### src/rtl/maze_collision_lives.sv
// Collision and game-state unit for the maze runner.
// Player contacts are accumulated across a video frame and resolved once on the
// frame_end pulse. A lives counter with post-hit invulnerability drives the
// ALIVE/HIT/WIN/LOSE state machine. The current state is exposed on state_dbg
// so that checkers can be bound to it.
module maze_collision_lives #(
    parameter int NUM_WALLS     = 115,
    parameter int LIVES         = 3,
    parameter int INVULN_FRAMES = 60,
    parameter int LW            = $clog2(LIVES + 1),
    parameter int WW            = $clog2(NUM_WALLS + 1)
) (
    input  logic                 clk,
    input  logic                 rst,
    input  logic                 frame_end,
    input  logic                 player,
    input  logic                 border,
    input  logic                 end_zone,
    input  logic [NUM_WALLS-1:0] walls,
    input  logic [NUM_WALLS-1:0] wall_en,
    output logic                 win,
    output logic                 game_over,
    output logic [LW-1:0]        lives,
    output logic                 hit,
    output logic                 invuln,
    output logic [WW-1:0]        hit_wall,
    output logic [1:0]           state_dbg
);

    typedef enum logic [1:0] {
        ST_ALIVE = 2'd0,
        ST_HIT   = 2'd1,
        ST_WIN   = 2'd2,
        ST_LOSE  = 2'd3
    } state_t;

    // The invulnerability counter keeps at least one bit even when INVULN_FRAMES is 0.
    localparam int IW = (INVULN_FRAMES > 0) ? $clog2(INVULN_FRAMES + 1) : 1;

    state_t               state_q, state_d;
    logic [LW-1:0]        lives_q, lives_d;
    logic [IW-1:0]        inv_cnt_q, inv_cnt_d;
    logic                 hit_d;
    logic [WW-1:0]        hit_wall_q, hit_wall_d;

    logic                 thump_seen, solved_seen, src_valid;
    logic [WW-1:0]        src_cap;

    logic [NUM_WALLS-1:0] wall_contact;
    logic                 wall_hit, thump, solved;
    logic [WW-1:0]        cur_src;
    logic                 thump_f, solved_f;
    logic [WW-1:0]        src_f;

    assign wall_contact = walls & wall_en & {NUM_WALLS{player}};
    assign wall_hit     = |wall_contact;
    assign thump        = wall_hit | (player & border);
    assign solved       = player & end_zone;

    // The lowest contacted enabled wall wins; the border code is used only when no wall is touched.
    always_comb begin
        cur_src = WW'(NUM_WALLS);
        for (int i = NUM_WALLS - 1; i >= 0; i--) begin
            if (wall_contact[i]) begin
                cur_src = WW'(i);
            end
        end
    end

    // The frame_end cycle's own contact belongs to the frame that is ending.
    assign thump_f  = thump_seen | thump;
    assign solved_f = solved_seen | solved;
    assign src_f    = src_valid ? src_cap : cur_src;

    // Per-frame sticky contact flags, cleared on every frame boundary.
    always_ff @(posedge clk) begin
        if (rst || frame_end) begin
            thump_seen  <= 1'b0;
            solved_seen <= 1'b0;
            src_valid   <= 1'b0;
            src_cap     <= '0;
        end else begin
            if (thump) begin
                thump_seen <= 1'b1;
                if (!src_valid) begin
                    src_cap   <= cur_src;
                    src_valid <= 1'b1;
                end
            end
            if (solved) begin
                solved_seen <= 1'b1;
            end
        end
    end

    // Next-state logic: everything is resolved only on frame_end; otherwise hold.
    always_comb begin
        state_d    = state_q;
        lives_d    = lives_q;
        inv_cnt_d  = inv_cnt_q;
        hit_d      = 1'b0;
        hit_wall_d = hit_wall_q;
        if (frame_end) begin
            case (state_q)
                ST_ALIVE: begin
                    if (solved_f) begin
                        state_d = ST_WIN;
                    end else if (thump_f) begin
                        hit_d      = 1'b1;
                        hit_wall_d = src_f;
                        if (lives_q <= LW'(1)) begin
                            lives_d = '0;
                            state_d = ST_LOSE;
                        end else begin
                            lives_d = lives_q - LW'(1);
                            if (INVULN_FRAMES > 0) begin
                                inv_cnt_d = IW'(INVULN_FRAMES);
                                state_d   = ST_HIT;
                            end
                        end
                    end
                end
                ST_HIT: begin
                    if (solved_f) begin
                        state_d = ST_WIN;
                    end else if (inv_cnt_q <= IW'(1)) begin
                        inv_cnt_d = '0;
                        state_d   = ST_ALIVE;
                    end else begin
                        inv_cnt_d = inv_cnt_q - IW'(1);
                    end
                end
                default: begin
                    state_d = state_q;
                end
            endcase
        end
    end

    // State and output registers; the flag outputs are decoded from the next state so they stay registered.
    always_ff @(posedge clk) begin
        if (rst) begin
            state_q    <= ST_ALIVE;
            lives_q    <= LW'(LIVES);
            inv_cnt_q  <= '0;
            hit_wall_q <= '0;
            hit        <= 1'b0;
            win        <= 1'b0;
            game_over  <= 1'b0;
            invuln     <= 1'b0;
        end else begin
            state_q    <= state_d;
            lives_q    <= lives_d;
            inv_cnt_q  <= inv_cnt_d;
            hit_wall_q <= hit_wall_d;
            hit        <= hit_d;
            win        <= (state_d == ST_WIN);
            game_over  <= (state_d == ST_LOSE);
            invuln     <= (state_d == ST_HIT);
        end
    end

    assign lives     = lives_q;
    assign hit_wall  = hit_wall_q;
    assign state_dbg = state_q;

endmodule

### config.mk
export PLATFORM = sky130hd
export DESIGN_NAME = maze_collision_lives
export DESIGN_NICKNAME = d
export VERILOG_FILES = /design/src/rtl/maze_collision_lives.sv
export SDC_FILE = /design/constraint.sdc
export NUM_CORES = 1
export LEC_CHECK = 0
export BUFFER_PORTS_ARGS = -buffer_cell sky130_fd_sc_hd__buf_2
export CAP_MARGIN = 20
export CORE_MARGIN = 3
export CORE_UTILIZATION = 30
export CTS_CLUSTER_DIAMETER = 30
export DETAILED_ROUTE_END_ITERATION = 10
export PLACE_DENSITY = 0.58
export SLEW_MARGIN = 20
export SYNTH_ARGS = -nofsm -noshare
export SYNTH_HDL_FRONTEND = slang
export SYNTH_SLANG_ARGS = --single-unit
### constraint.sdc
create_clock -name clk -period 7.49 [get_ports clk]
set_input_delay 0.749 -clock clk [delete_from_list [all_inputs] [get_ports clk]]
set_output_delay 0.749 -clock clk [all_outputs]
set_load 0.03 [all_outputs]
* Yosys cells after proc, flatten, opt, wreduce, memory -nomap -nowiden
Cells that the tools add are included.
** Storage, ports and cells
- Register bits after elaboration :: 30
- Bits in latches :: 0
- Memory bits (writable) :: 0
- ROM bits :: 0
- Input port bits :: 236
- Output and inout bits :: 15
- Logic and storage cells :: 171
- Memories :: 0
** Operators by class
- $add $sub $neg :: 2
- Multipliers :: 0
- Divide/modulo/power cells :: 0
- Order comparisons :: 2
- Equality and inequality tests :: 8
- Shift operators :: 0
- Mux-type cells :: 131
- Bitwise operators :: 10
- Reductions and logical operators :: 7
** Operator list (count)
- 7-bit two-way mux :: 115
- 115-bit AND :: 2
- 115-bit OR reduction :: 1
- 6-bit two-way mux :: 5
- 2-bit two-way mux :: 7
- 6-bit one-hot mux with 2 select lines :: 1
- 2-bit inequality test, second input constant :: 4
- 6-bit by 1-bit <= comparator with 1-bit output, second input constant :: 1
- 6-bit AND reduction :: 1
- 6-bit by 1-bit subtractor with 6-bit output, second input constant :: 1
- 2-bit by 1-bit equality test with 1-bit output, second input constant :: 2
- 2-bit equality test, second input constant :: 2
- 2-bit one-hot mux with 2 select lines :: 1
- 4-bit AND reduction :: 1
- 4-bit OR reduction :: 1
- 1-bit inverter :: 3
- 1-bit OR :: 3
- 1-bit AND :: 2
- 2-bit by 1-bit <= comparator with 1-bit output, second input constant :: 1
- 2-bit logical NOT :: 1
- 1-bit two-way mux :: 2
- 2-bit nonzero test :: 1
- 2-bit by 1-bit subtractor with 2-bit output, second input constant :: 1
- 1-bit logical OR :: 1

* Logic depth before layout (Yosys ltp)
Gate-level depths: netlist (run 1).
- Depth after elaboration :: 118
- Gate-level depth with buffers :: 12
- Mapped depth without buffers :: 8

* Worst setup path after synthesis (run 1)
Ideal clock, no wire load.
- Path kind :: input to register
- Start :: input port walls[30]
- End :: register lives_q[0] (netlist: lives[0])
- Library setup time :: 0.120 ns
- Arrival time :: 2.865 ns
- Data required time :: 7.370 ns
- Setup slack :: 4.505 ns
- Stages on the path :: 9
- Buffers on the path :: 1
- Path through :: a22o_4 > o41ai_4 > nand4_2 > or4_4 > nor4_4 > or3_1 > buf_6 > nor3b_1 > a211o_1
** Between the ends
- Word-level cells in the longest chain between the ends :: 6
** RTL lines
- start, declared :: RTL line 19 : input logic [NUM_WALLS-1:0] walls,
- 115-bit AND (2 in series) :: RTL line 55 : assign wall_contact = walls & wall_en & {NUM_WALLS{player}};
- 115-bit OR reduction :: RTL line 56 : assign wall_hit = |wall_contact;
- 1-bit OR :: RTL line 57 : assign thump = wall_hit | (player & border);
- 1-bit OR :: RTL line 71 : assign thump_f = thump_seen | thump;
- 4-bit AND reduction (no source line)
- end signal, assigned :: RTL line 144 : lives_q <= LW'(LIVES);
- end signal, assigned :: RTL line 153 : lives_q <= lives_d;
- end, declared :: RTL line 41 : logic [LW-1:0] lives_q, lives_d;
No other way between the ends.
A chain may end at the register's enable or synchronous reset.

* Final worst setup path (run 1)
Ends and elaborated chain as after synthesis.

==> results of run 1 <==
-- kinds of logic (layout without fill, tap and decap cells) --
logic type	count (synthesis)	count (layout)
AND/OR/NAND/NOR	221	221
adder cells (fa/ha/maj)	2	2
multiplexers	4	4
flip-flops	30	30
AO/OA/AOI/OAI	254	254
buffers and inverters	26	268
other	0	1
-- registers in the layout, summed over array words and instances (netlist names) --
signal,flops
hit_wall,7
src_cap,7
inv_cnt_q,6
lives,2
state_dbg,2
game_over,1
hit,1
invuln,1
solved_seen,1
src_valid,1
win,1
-- cells in the final DEF, fill, tap and decap left out, drive strengths merged, types with 15 or more instances in the layout --
cell type / instances
a21oi: 40
a22o: 50
a22oi: 20
a31oi: 15
buf: 252
dfxtp: 30
nand2: 105
nand3: 18
nor2: 30
o21ai: 44
-- power groups by stage --
stage | clock, uW | sequential (uW) | combinational (uW)
2_1_floorplan | 0 | 198 | 160
3_3_place_gp | 0 | 185 | 298
3_5_place_dp | 0 | 186 | 303
4_1_cts | 202 | 183 | 304
5_1_grt | 209 | 185 | 340
6_report | 197 | 183 | 306
-- final cells by class --
class / instances / area [um2]
diodes: 1 / 2.50
clock inverters: 1 / 5.00
flip-flops and latches: 30 / 601
clock buffers: 7 / 143
inverters: 8 / 30.0
multi-input cells: 481 / 2990
repair buffers: 252 / 1270
well taps: 143 / 179
fillers: 1216 / 6490
-- worst max path at each step --
stage | cells after the start | end | start
after global placement | 9 | hit_wall[1] | player
after detailed placement | 9 | invuln | player
after floorplan | 9 | lives[0] | walls[30]
final | 9 | lives[0] | walls[30]
after global routing | 9 | hit_wall[2] | player
after CTS | 9 | invuln | player
-- critical path, cell delays in order --
cell and delay, ps:
buf_2 110, a22o_4 270, o41ai_4 470, nand4_2 170
or4_4 530, nor4_4 300, or3_1 320, nor3b_1 90
a211o_1 260
-- per-stage QoR --
step / area, um2 / setup slack, ps / utilization (%) / instances
global route: 5220 / 4100 / 44.6 / 923
CTS: 5210 / 4160 / 44.5 / 922
floorplan: 3700 / 4510 / - / 537
detailed placement: 5060 / 3880 / 43.2 / 914
finish: 5220 / 4370 / 44.6 / 923
global placement: 5060 / 3960 / 43.2 / 914
-- metal layers --
layer	share of wire (%)	wire, um	global-route usage (%)	vias up
met5	0.080	13	0	-
met3	5.6	908	3.80	23
met1	41	6620	27.6	2534
li1	-	-	-	2640
met2	52	8470	41.7	196
met4	2.0	325	6.12	2
==> flow_summary.rst, run 1 <==
.. list-table::
   :header-rows: 1

   * - Metric
     - Value
   * - Routed wire per std cell
     - 17.7 um
   * - CTS Root Cell
     - clkbuf_16
   * - Combined area of all synthesized cells
     - 3700 um2
   * - Static leakage
     - 0.00244 uW
   * - Most numerous cell types in the synthesized netlist
     - 105 x nand2_1, 47 x a22o_1, 40 x a21oi_1, 38 x o21ai_0
   * - Type of the setup path with the least slack
     - primary input to flop
   * - Share of cells above drive strength 1
     - 35.2%
   * - Share of the yosys chip area belonging to registers
     - 16.2%
   * - Share of total power in sequential cells
     - 26.7%
   * - R2r endpoint
     - invuln
   * - Maximum number of buffers from clock root to sink
     - 2
   * - Ratio of routed vias to standard cells
     - 5.85
   * - Core region area
     - 11700 um2
   * - Clock latency at the later pin of the worst-skew pair
     - 270 ps
   * - Grt ovf
     - 0
   * - Worst flop-to-flop path startpoint
     - inv_cnt_q[1]
   * - Area leader, netlist
     - dfxtp_1
   * - Worst slew margin relative to its limit
     - 49.5%
   * - CTS tree
     - done
   * - Syn_nets
     - 775
   * - Clock power frac
     - 28.7%
   * - Logic pwr share
     - 44.6%
   * - Number of global-route vias before repair
     - 5314
   * - Number of remaining DRC errors
     - 0
   * - Pint
     - 437 uW
   * - Post-route setup TNS
     - 0 ps
   * - I/O pins
     - 251
   * - Relative area change from synthesis to final layout
     - 41.0%
   * - Mean Syn Cell Area
     - 6.89 um2
   * - Mux contribution to synthesized area
     - 1.08%
   * - Synth area leaders
     - dfxtp_1 16%, a22o_1 11%, nand2_1 11%, a21oi_1 5.4%, o21ai_0 5.1%
   * - Drt pass-1 iters
     - 5
   * - Number of instances on the worst hold path
     - 2
   * - Largest net degree at the start of global routing
     - 83
   * - Total number of yosys warnings
     - 0
   * - Type of origin of the critical path
     - primary input
   * - Hold Crit Start
     - src_cap[1]
   * - IO Port Bufs
     - 250
   * - Post-synthesis simple-gate area fraction
     - 28.4%
   * - Final clock period utilization by the worst path
     - 41.6%
   * - Final ANT Viol Nets
     - 0
   * - # rows
     - 39
   * - Detailed-route via count
     - 5395
   * - Tot GR Track Use
     - 22.8%
   * - Post-layout total power
     - 686 uW
   * - Max Cap Violations
     - 0
   * - Overall die area
     - 13700 um2
   * - Horizontal die dimension
     - 117 um
   * - Largest vdd supply drop
     - 0.000107 V
   * - Routed wire length
     - 16300 um
   * - Dominant cell by count in the synthesized netlist
     - nand2_1
   * - Quantity of hold-fixing buffers added after cts
     - 0
   * - Die extent in y
     - 117 um
   * - Netlist cell types
     - 63
   * - R2r setup slk
     - 5490 ps
   * - Yosys top cell area share
     - 16.2%
   * - Htree depth
     - 2
   * - Path type of the worst min-delay path
     - flop to flop
   * - TritonCTS buffer count
     - 5
   * - Slew Viols, Final
     - 0
   * - Wire length of the first global-routing pass
     - 25200 um
   * - Worst slew pin tran
     - 750 ps
   * - Primary FF master, synth
     - dfxtp_1
   * - Unrepaired setup endpoints after global routing
     - no
   * - Run status
     - completed
   * - Total clock sinks
     - 30
   * - Tightest hold margin
     - 458 ps
   * - Number of hold-slack violations in the final timing report
     - 0
   * - Critical path data arrival time
     - 3280 ps
   * - Number of gates resized after cts
     - 0
   * - Worst Clk Skew
     - 3.63 ps
   * - Final setup fails
     - 0
   * - Post-CTS repair timing setup buffer count
     - 0
   * - F_max
     - 0.321 GHz
   * - Combinational family with the most area after synthesis
     - compound AO/OA/AOI/OAI gates
   * - Initial antenna violation count
     - 2
   * - Adder-cell share of the synthesized area
     - 0.676%
   * - Clock input transition at the sequential cells of the worst setup and hold paths
     - 50 ps
   * - Compound-cell area share of the yosys netlist
     - 50.5%
   * - Switching portion of total power
     - 36.4%
   * - Reg2reg path depth
     - 7
   * - Reported net switching power
     - 250 uW
   * - Weighted congestion reported at the end of routability-driven placement
     - 0.926
   * - EDFF count, synth
     - 0
   * - Register bit total from synthesis
     - 30
   * - DRC violation total after the first TritonRoute iteration
     - 310
   * - Biggest fanout along the worst timing path
     - 8
   * - Critical Path End Type
     - flop
   * - DP Wirelength
     - 14100 um
   * - Synthesized instance count
     - 537
   * - Required time at the endpoint of the critical path
     - 7650 ps
   * - Xor/xnor cell area share of the yosys netlist
     - 0%
   * - Effective utilization at floorplan
     - 31.6%
   * - Total Nets Final
     - 1016
   * - Final min period
     - 3120 ps
   * - Post-synthesis async set-or-reset flop share
     - 0%
   * - Areal power density over the cells
     - 132 nW/um2
   * - Endpoint of the worst hold path
     - src_cap[1]
(Power assumes the default switching activity.)
==> run 2, diff against run 1 <==
==> constraint.sdc (replaced) <==
create_clock -name clk -period 3 [get_ports clk]
set_input_delay 0.3 -clock clk [delete_from_list [all_inputs] [get_ports clk]]
set_output_delay 0.3 -clock clk [all_outputs]
set_load 0.03 [all_outputs]
==> run 2 against run 1 <==
  * Utilization up 0.63 points
  * Cell count up 1.1%
  * Flip-flop and latch count unchanged
  * Combinational power rose to 2.5 times the previous value
  * Sequential share of layout area down 0.16 points
  * Routed wire length down 1.4%
==> flow_summary.rst, run 2 (same netlist as run 1, synthesis figures left out) <==
.. list-table::
   :header-rows: 1

   * - Metric
     - Value
   * - End point of the critical path
     - hit_wall[3]
   * - IO Port Bufs
     - 250 (unchanged)
   * - Largest net degree at the start of global routing
     - 35 (-58%)
   * - Run status
     - completed
   * - Total Nets Final
     - 1023 (+0.69%)
   * - Biggest fanout along the worst timing path
     - 7 (-1)
   * - Total clock sinks
     - 30 (unchanged)
   * - Quantity of hold-fixing buffers added after cts
     - 0 (unchanged)
   * - Horizontal die dimension
     - 117 um (unchanged)
   * - Ratio of routed vias to standard cells
     - 5.82 (-0.50%)
   * - DP Wirelength
     - 14100 um (+0.15%)
   * - Weighted congestion reported at the end of routability-driven placement
     - 0.893 (-3.6%)
   * - Core region area
     - 11700 um2 (unchanged)
   * - Detailed-route via count
     - 5426 (+0.57%)
   * - # rows
     - 39 (unchanged)
   * - Worst slew margin relative to its limit
     - 47.4% (-2.1 points)
   * - Type of origin of the critical path
     - primary input
   * - Effective utilization at floorplan
     - 31.6% (unchanged)
   * - Post-route setup TNS
     - 0 ps (unchanged)
   * - Slew Viols, Final
     - 0 (unchanged)
   * - Routed wire per std cell
     - 17.3 um (-2.5%)
   * - Worst Clk Skew
     - 2.43 ps (-1.20 ps)
   * - Max Cap Violations
     - 0 (unchanged)
   * - Final ANT Viol Nets
     - 0 (unchanged)
   * - Type of the setup path with the least slack
     - primary input to flop
   * - Number of instances on the worst hold path
     - 3 (+1)
   * - Worst slew pin tran
     - 781 ps (+31.4 ps)
   * - R2r endpoint
     - invuln
   * - Unrepaired setup endpoints after global routing
     - no
   * - Critical Path End Type
     - flop
   * - Tot GR Track Use
     - 22.4% (-0.40 points)
   * - Post-route setup slack
     - 515 ps (-3860 ps)
   * - CTS tree
     - done
   * - Number of global-route vias before repair
     - 5350 (+0.68%)
   * - Number of gates resized after cts
     - 0 (unchanged)
   * - Die extent in y
     - 117 um (unchanged)
   * - DRT met1 WL
     - 6420 um (-3.0%)
   * - TritonCTS buffer count
     - 5 (unchanged)
   * - Wire length of the first global-routing pass
     - 24700 um (-2.2%)
   * - Static leakage
     - 0.00249 uW (+1.7%)
   * - Worst setup path startpoint
     - walls[30]
   * - Required time at the endpoint of the critical path
     - 3190 ps (-4460 ps)
   * - Routed wire length
     - 16100 um (-1.4%)
   * - Final min period
     - 2490 ps
   * - Number of hold-slack violations in the final timing report
     - 0 (unchanged)
   * - Hold Crit Start
     - end_zone
   * - Final clock period utilization by the worst path
     - 82.8%
   * - I/O pins
     - 251 (unchanged)
   * - Drt pass-1 iters
     - 5 (unchanged)
   * - Post-CTS repair timing setup buffer count
     - 0 (unchanged)
   * - Critical path data arrival time
     - 2680 ps (-600 ps)
   * - Wire length on met3
     - 1030 um (+14%)
   * - CTS Root Cell
     - clkbuf_16
   * - Highest layer used for signal routing
     - met4
   * - Overall die area
     - 13700 um2 (unchanged)
   * - Clock latency at the later pin of the worst-skew pair
     - 270 ps (about the same)
   * - F_max
     - 0.402 GHz
   * - Most frequent standard cell in the layout excluding fill and tap cells
     - buf_2
   * - Pre-CTS WS
     - 208 ps (-3670 ps)
   * - Most used cells in the layout excluding fill and tap cells
     - 250 x buf_2, 105 x nand2_1, 47 x a22o_1
   * - R2r setup slk
     - 970 ps (-4520 ps)
   * - Worst flop-to-flop path startpoint
     - inv_cnt_q[0]
   * - Met2 Wirelength
     - 8180 um (-3.4%)
   * - Path type of the worst min-delay path
     - primary input to flop
   * - Number of remaining DRC errors
     - 0 (unchanged)
   * - DRC violation total after the first TritonRoute iteration
     - 373 (+20%)
   * - Relative area change from synthesis to final layout
     - 43.0%
   * - Final setup fails
     - 0 (unchanged)
   * - Clock input transition at the sequential cells of the worst setup and hold paths
     - 50 ps (about the same)
   * - Share of cells above drive strength 1
     - 35.8% (+0.58 points)
   * - Htree depth
     - 2 (unchanged)
   * - Initial antenna violation count
     - 5 (+3)
   * - Grt ovf
     - 0 (unchanged)
   * - Maximum number of buffers from clock root to sink
     - 2 (unchanged)
   * - Areal power density over the cells
     - 334 nW/um2 (+150%)
   * - Reg2reg path depth
     - 7 (unchanged)
   * - Largest vdd supply drop
     - 0.000210 V (+96%)
==> run 2: cell types whose count changed in the layout (fill, tap and decap cells not counted), sizes merged <==
cell / change
clkinv: -1
buf: +7
diode: +3
clkbuf: +1
==> run 2: how the worst min path moves through the flow <==
| stage | to | slack (ps) |
|---|---|---|
| 6_report | solved_seen | 340 |
| 5_1_grt | solved_seen | 380 |
| 4_1_cts | solved_seen | 350 |
| 3_5_place_dp | src_cap[1] | 450 |
| 3_3_place_gp | src_cap[1] | 440 |
| 2_1_floorplan | src_cap[1] | 430 |
==> run 2: worst max-delay path, cell delays in order <==
cell and delay [ps]:
buf_2 110, a22o_4 270, o41ai_4 460, nand4_2 160, or4_4 530, nor4_4 280, or3_1 190, buf_4 150
nor2_1 60, nor3_1 170
==> run 2: through the flow <==
step / hold WS [ps] / cells / utilization, % / area, um2 / total power [uW]
finish: 345 / 933 / 45.2 / 5290 / 1770
global placement: 438 / 921 / 43.7 / 5120 / 1220
global route: 375 / 933 / 45.2 / 5290 / 1890
detailed placement: 452 / 921 / 43.7 / 5120 / 1230
CTS: 347 / 929 / 45.1 / 5280 / 1770
floorplan: 432 / 537 / - / 3700 / 892
==> run 2: final cells by class <==
cell class                      instances  area (um2)
Clock buffer                            8         166
Antenna cell                            4        10.0
Timing Repair Buffer                  259        1320
Sequential cell                        30         601
Multi-Input combinational cell        481        2990
Tap cell                              143         179
Fill cell                            1227        6420
Inverter                                8        30.0
==> run 2: power breakdown <==
group	switching, uW	internal [uW]
clock network	167	375
logic	429	340
registers	27.0	430
==> run 2: metal layers <==
metal / vias up / track usage (%)
li1: 2660 / -
met1: 2523 / 26.1
met2: 204 / 40.4
met3: 39 / 4.94
met4: 0 / 7.80
met5: - / 0
==> run 3, diff against run 2 <==
==> constraint.sdc (replaced) <==
create_clock -name clk -period 2.36 [get_ports clk]
set_input_delay 0.236 -clock clk [delete_from_list [all_inputs] [get_ports clk]]
set_output_delay 0.236 -clock clk [all_outputs]
set_load 0.03 [all_outputs]
==> run 3 against run 2 <==
  * Clock skew is 0.74 ps higher
  * First-iteration DRC count down 6.7%
  * Total power rose by 38%
  * Non-clock buffer count increased by 92
  * Setup slack got worse by 430 ps
  * Via count grew 7.1%
  * Global-route usage increased by 0.55 points
  * Utilization is 7.2 points higher
  * Cell count increased by 9.5%
  * Critical endpoint is now lives[0]
==> flow_summary.rst, run 3 (same netlist as run 1, synthesis figures left out) <==
.. list-table::
   :header-rows: 1

   * - Metric
     - Value
   * - Run status
     - completed
   * - Core region area
     - 11700 um2 (unchanged)
   * - Biggest fanout along the worst timing path
     - 5 (-2)
   * - Number of buffers and inverters on the critical path
     - 2 (unchanged)
   * - Routed wire per std cell
     - 16.7 um (-3.3%)
   * - Horizontal die dimension
     - 117 um (unchanged)
   * - Total clock sinks
     - 30 (unchanged)
   * - FF/Latch Area
     - 601 um2 (unchanged)
   * - Htree depth
     - 2 (unchanged)
   * - Path type of the worst min-delay path
     - primary input to flop
   * - Worst slew pin tran
     - 790 ps (+8.82 ps)
   * - Type of origin of the critical path
     - primary input
   * - Critical path cell sequence
     - buf_6, a22o_4, o41ai_4, nand4_2, or4_4, nor4_4, buf_6, or3_4, nor3b_1, a211o_1
   * - Critical Path End Type
     - flop
   * - Hold Crit Start
     - end_zone
   * - Most frequent standard cell in the layout excluding fill and tap cells
     - buf_2
   * - TritonCTS buffer count
     - 5 (unchanged)
   * - Total Nets Final
     - 1115 (+9.0%)
   * - Number of hold-slack violations in the final timing report
     - 0 (unchanged)
   * - Relative area change from synthesis to final layout
     - 65.8%
   * - Post-route setup slack
     - 83.3 ps (-431 ps)
   * - Final setup fails
     - 0 (unchanged)
   * - Type of the setup path with the least slack
     - primary input to flop
   * - Largest vdd supply drop
     - 0.000378 V (+80%)
   * - Drt pass-1 iters
     - 6 (+1)
   * - Die extent in y
     - 117 um (unchanged)
   * - Final min period
     - 2280 ps
   * - Post-layout total power
     - 2440 uW (+38%)
   * - Worst Clk Skew
     - 3.16 ps (+0.736 ps)
   * - Areal power density over the cells
     - 397 nW/um2 (+19%)
   * - Number of remaining DRC errors
     - 0 (unchanged)
   * - Slew Viols, Final
     - 0 (unchanged)
   * - Final ANT Viol Nets
     - 0 (unchanged)
   * - Wire length of the first global-routing pass
     - 25600 um (+3.9%)
   * - Weighted congestion reported at the end of routability-driven placement
     - 0.951 (+6.5%)
   * - R2r endpoint
     - invuln
   * - Unrepaired setup endpoints after global routing
     - yes
   * - F_max
     - 0.439 GHz
   * - Required time at the endpoint of the critical path
     - 2520 ps (-670 ps)
   * - DP Wirelength
     - 14900 um (+5.3%)
   * - Total area of multi-input combinational cells
     - 3110 um2 (+4.0%)
   * - Quantity of hold-fixing buffers added after cts
     - 0 (unchanged)
   * - Worst flop-to-flop path startpoint
     - inv_cnt_q[0]
   * - Fin area
     - 6140 um2 (+16%)
   * - DRC violation total after the first TritonRoute iteration
     - 348 (-6.7%)
   * - Reg2reg path depth
     - 7 (unchanged)
   * - Worst slew margin relative to its limit
     - 46.8% (-0.59 points)
   * - CP max-delay cell
     - or4_4
   * - I/O pins
     - 251 (unchanged)
   * - CTS Root Cell
     - clkbuf_16
   * - Initial antenna violation count
     - 1 (-4)
   * - Maximum number of buffers from clock root to sink
     - 2 (unchanged)
   * - Ratio of routed vias to standard cells
     - 5.69 (-2.2%)
   * - Number of global-route vias before repair
     - 5675 (+6.1%)
   * - CP delay by family, top
     - simple AND/OR/NAND/NOR gates
   * - Placement Cell Area
     - 5780 um2 (+13%)
   * - Static leakage
     - 0.00298 uW (+20%)
   * - Final clock period utilization by the worst path
     - 96.5%
   * - Fillcell total
     - 1146 (-6.6%)
   * - Pre-CTS WS
     - -274 ps (-482 ps)
   * - Critical path data arrival time
     - 2430 ps (-250 ps)
   * - R2r setup slk
     - 310 ps (-660 ps)
   * - Grt ovf
     - 0 (unchanged)
   * - Share of cells above drive strength 1
     - 44.3% (+8.6 points)
   * - Effective utilization at floorplan
     - 31.6% (unchanged)
   * - Most frequent cell on the critical path
     - buf_6
   * - Endpoint of the worst hold path
     - solved_seen
   * - Tot GR Track Use
     - 23.0% (+0.55 points)
   * - Routed wire length
     - 17100 um (+5.9%)
   * - Detailed-route via count
     - 5811 (+7.1%)
   * - Clock latency at the later pin of the worst-skew pair
     - 270 ps (about the same)
   * - Most used cells in the layout excluding fill and tap cells
     - 247 x buf_2, 105 x nand2_1, 97 x buf_4
   * - Number of instances on the worst hold path
     - 3 (unchanged)
   * - CP max stage delay
     - 530 ps (about the same)
   * - CTS tree
     - done
   * - IO Port Bufs
     - 250 (unchanged)
   * - # rows
     - 39 (unchanged)
   * - Max Cap Violations
     - 0 (unchanged)
   * - Overall die area
     - 13700 um2 (unchanged)
   * - Clock input transition at the sequential cells of the worst setup and hold paths
     - 50 ps (about the same)
   * - Largest net degree at the start of global routing
     - 37 (+5.7%)
run 3: layout make-up:
type | instances | share of cell area, %
Multi-Input combinational cell | 481 | 50.6
Clock buffer | 8 | 2.71
Tap cell | 143 | 2.92
Inverter | 8 | 0.489
Antenna cell | 1 | 0.0408
Timing Repair Buffer | 351 | 33.4
Sequential cell | 30 | 9.79
run 3: worst max path at each step:
stage                         start  cells after the start      endpoint
after global placement    walls[85]                     10      lives[0]
after detailed placement  walls[85]                     10  inv_cnt_q[2]
after floorplan           walls[30]                      9      lives[0]
after CTS                 walls[10]                     10      lives[0]
after global routing         player                     10           win
final                     walls[30]                     10      lives[0]
run 3: report_power, final:
part	internal, uW	total (uW)	switching, uW
Clock	476	685	209
Combinational	572	1170	598
Sequential	547	583	36.2
run 3: routing by layer:
layer  up-vias  GRT usage, %  routed length [um]  part of all wire (%)
li1       2840             -                   -                     -
met1      2707          27.1                6870                    40
met4         0          6.12                 401                   2.4
met2       232          42.9                8850                    52
met5         -             0                   0                     0
met3        32          3.75                 941                   5.5
run 3: per-stage QoR:
step	hold WS, ps	setup TNS (ps)	util [%]	instances
floorplan	408	-112	-	537
global placement	446	-5920	49.4	1008
detailed placement	458	-6100	49.4	1008
CTS	273	0	51.0	1018
global route	302	-51.8	52.4	1022
finish	275	0	52.4	1022
run 3: what timing repair did:
| item | CTS | global route |
|---|---|---|
| pin swaps | 5 | 10 |
| setup buffers | 2 | 2 |
| cloned | 0 | 1 |
| setup endpoints to repair | 1 | 28 |
| resized for setup | 1 | 29 |
run 3: worst register-to-register path, delay by kind of cell, from the launching register on:
family | cells | cell delay (ps)
buf+inv | 1 | 70
fa+ha+maj | 1 | 190
compound gates | 3 | 610
flops | 1 | 350
simple gates | 2 | 680
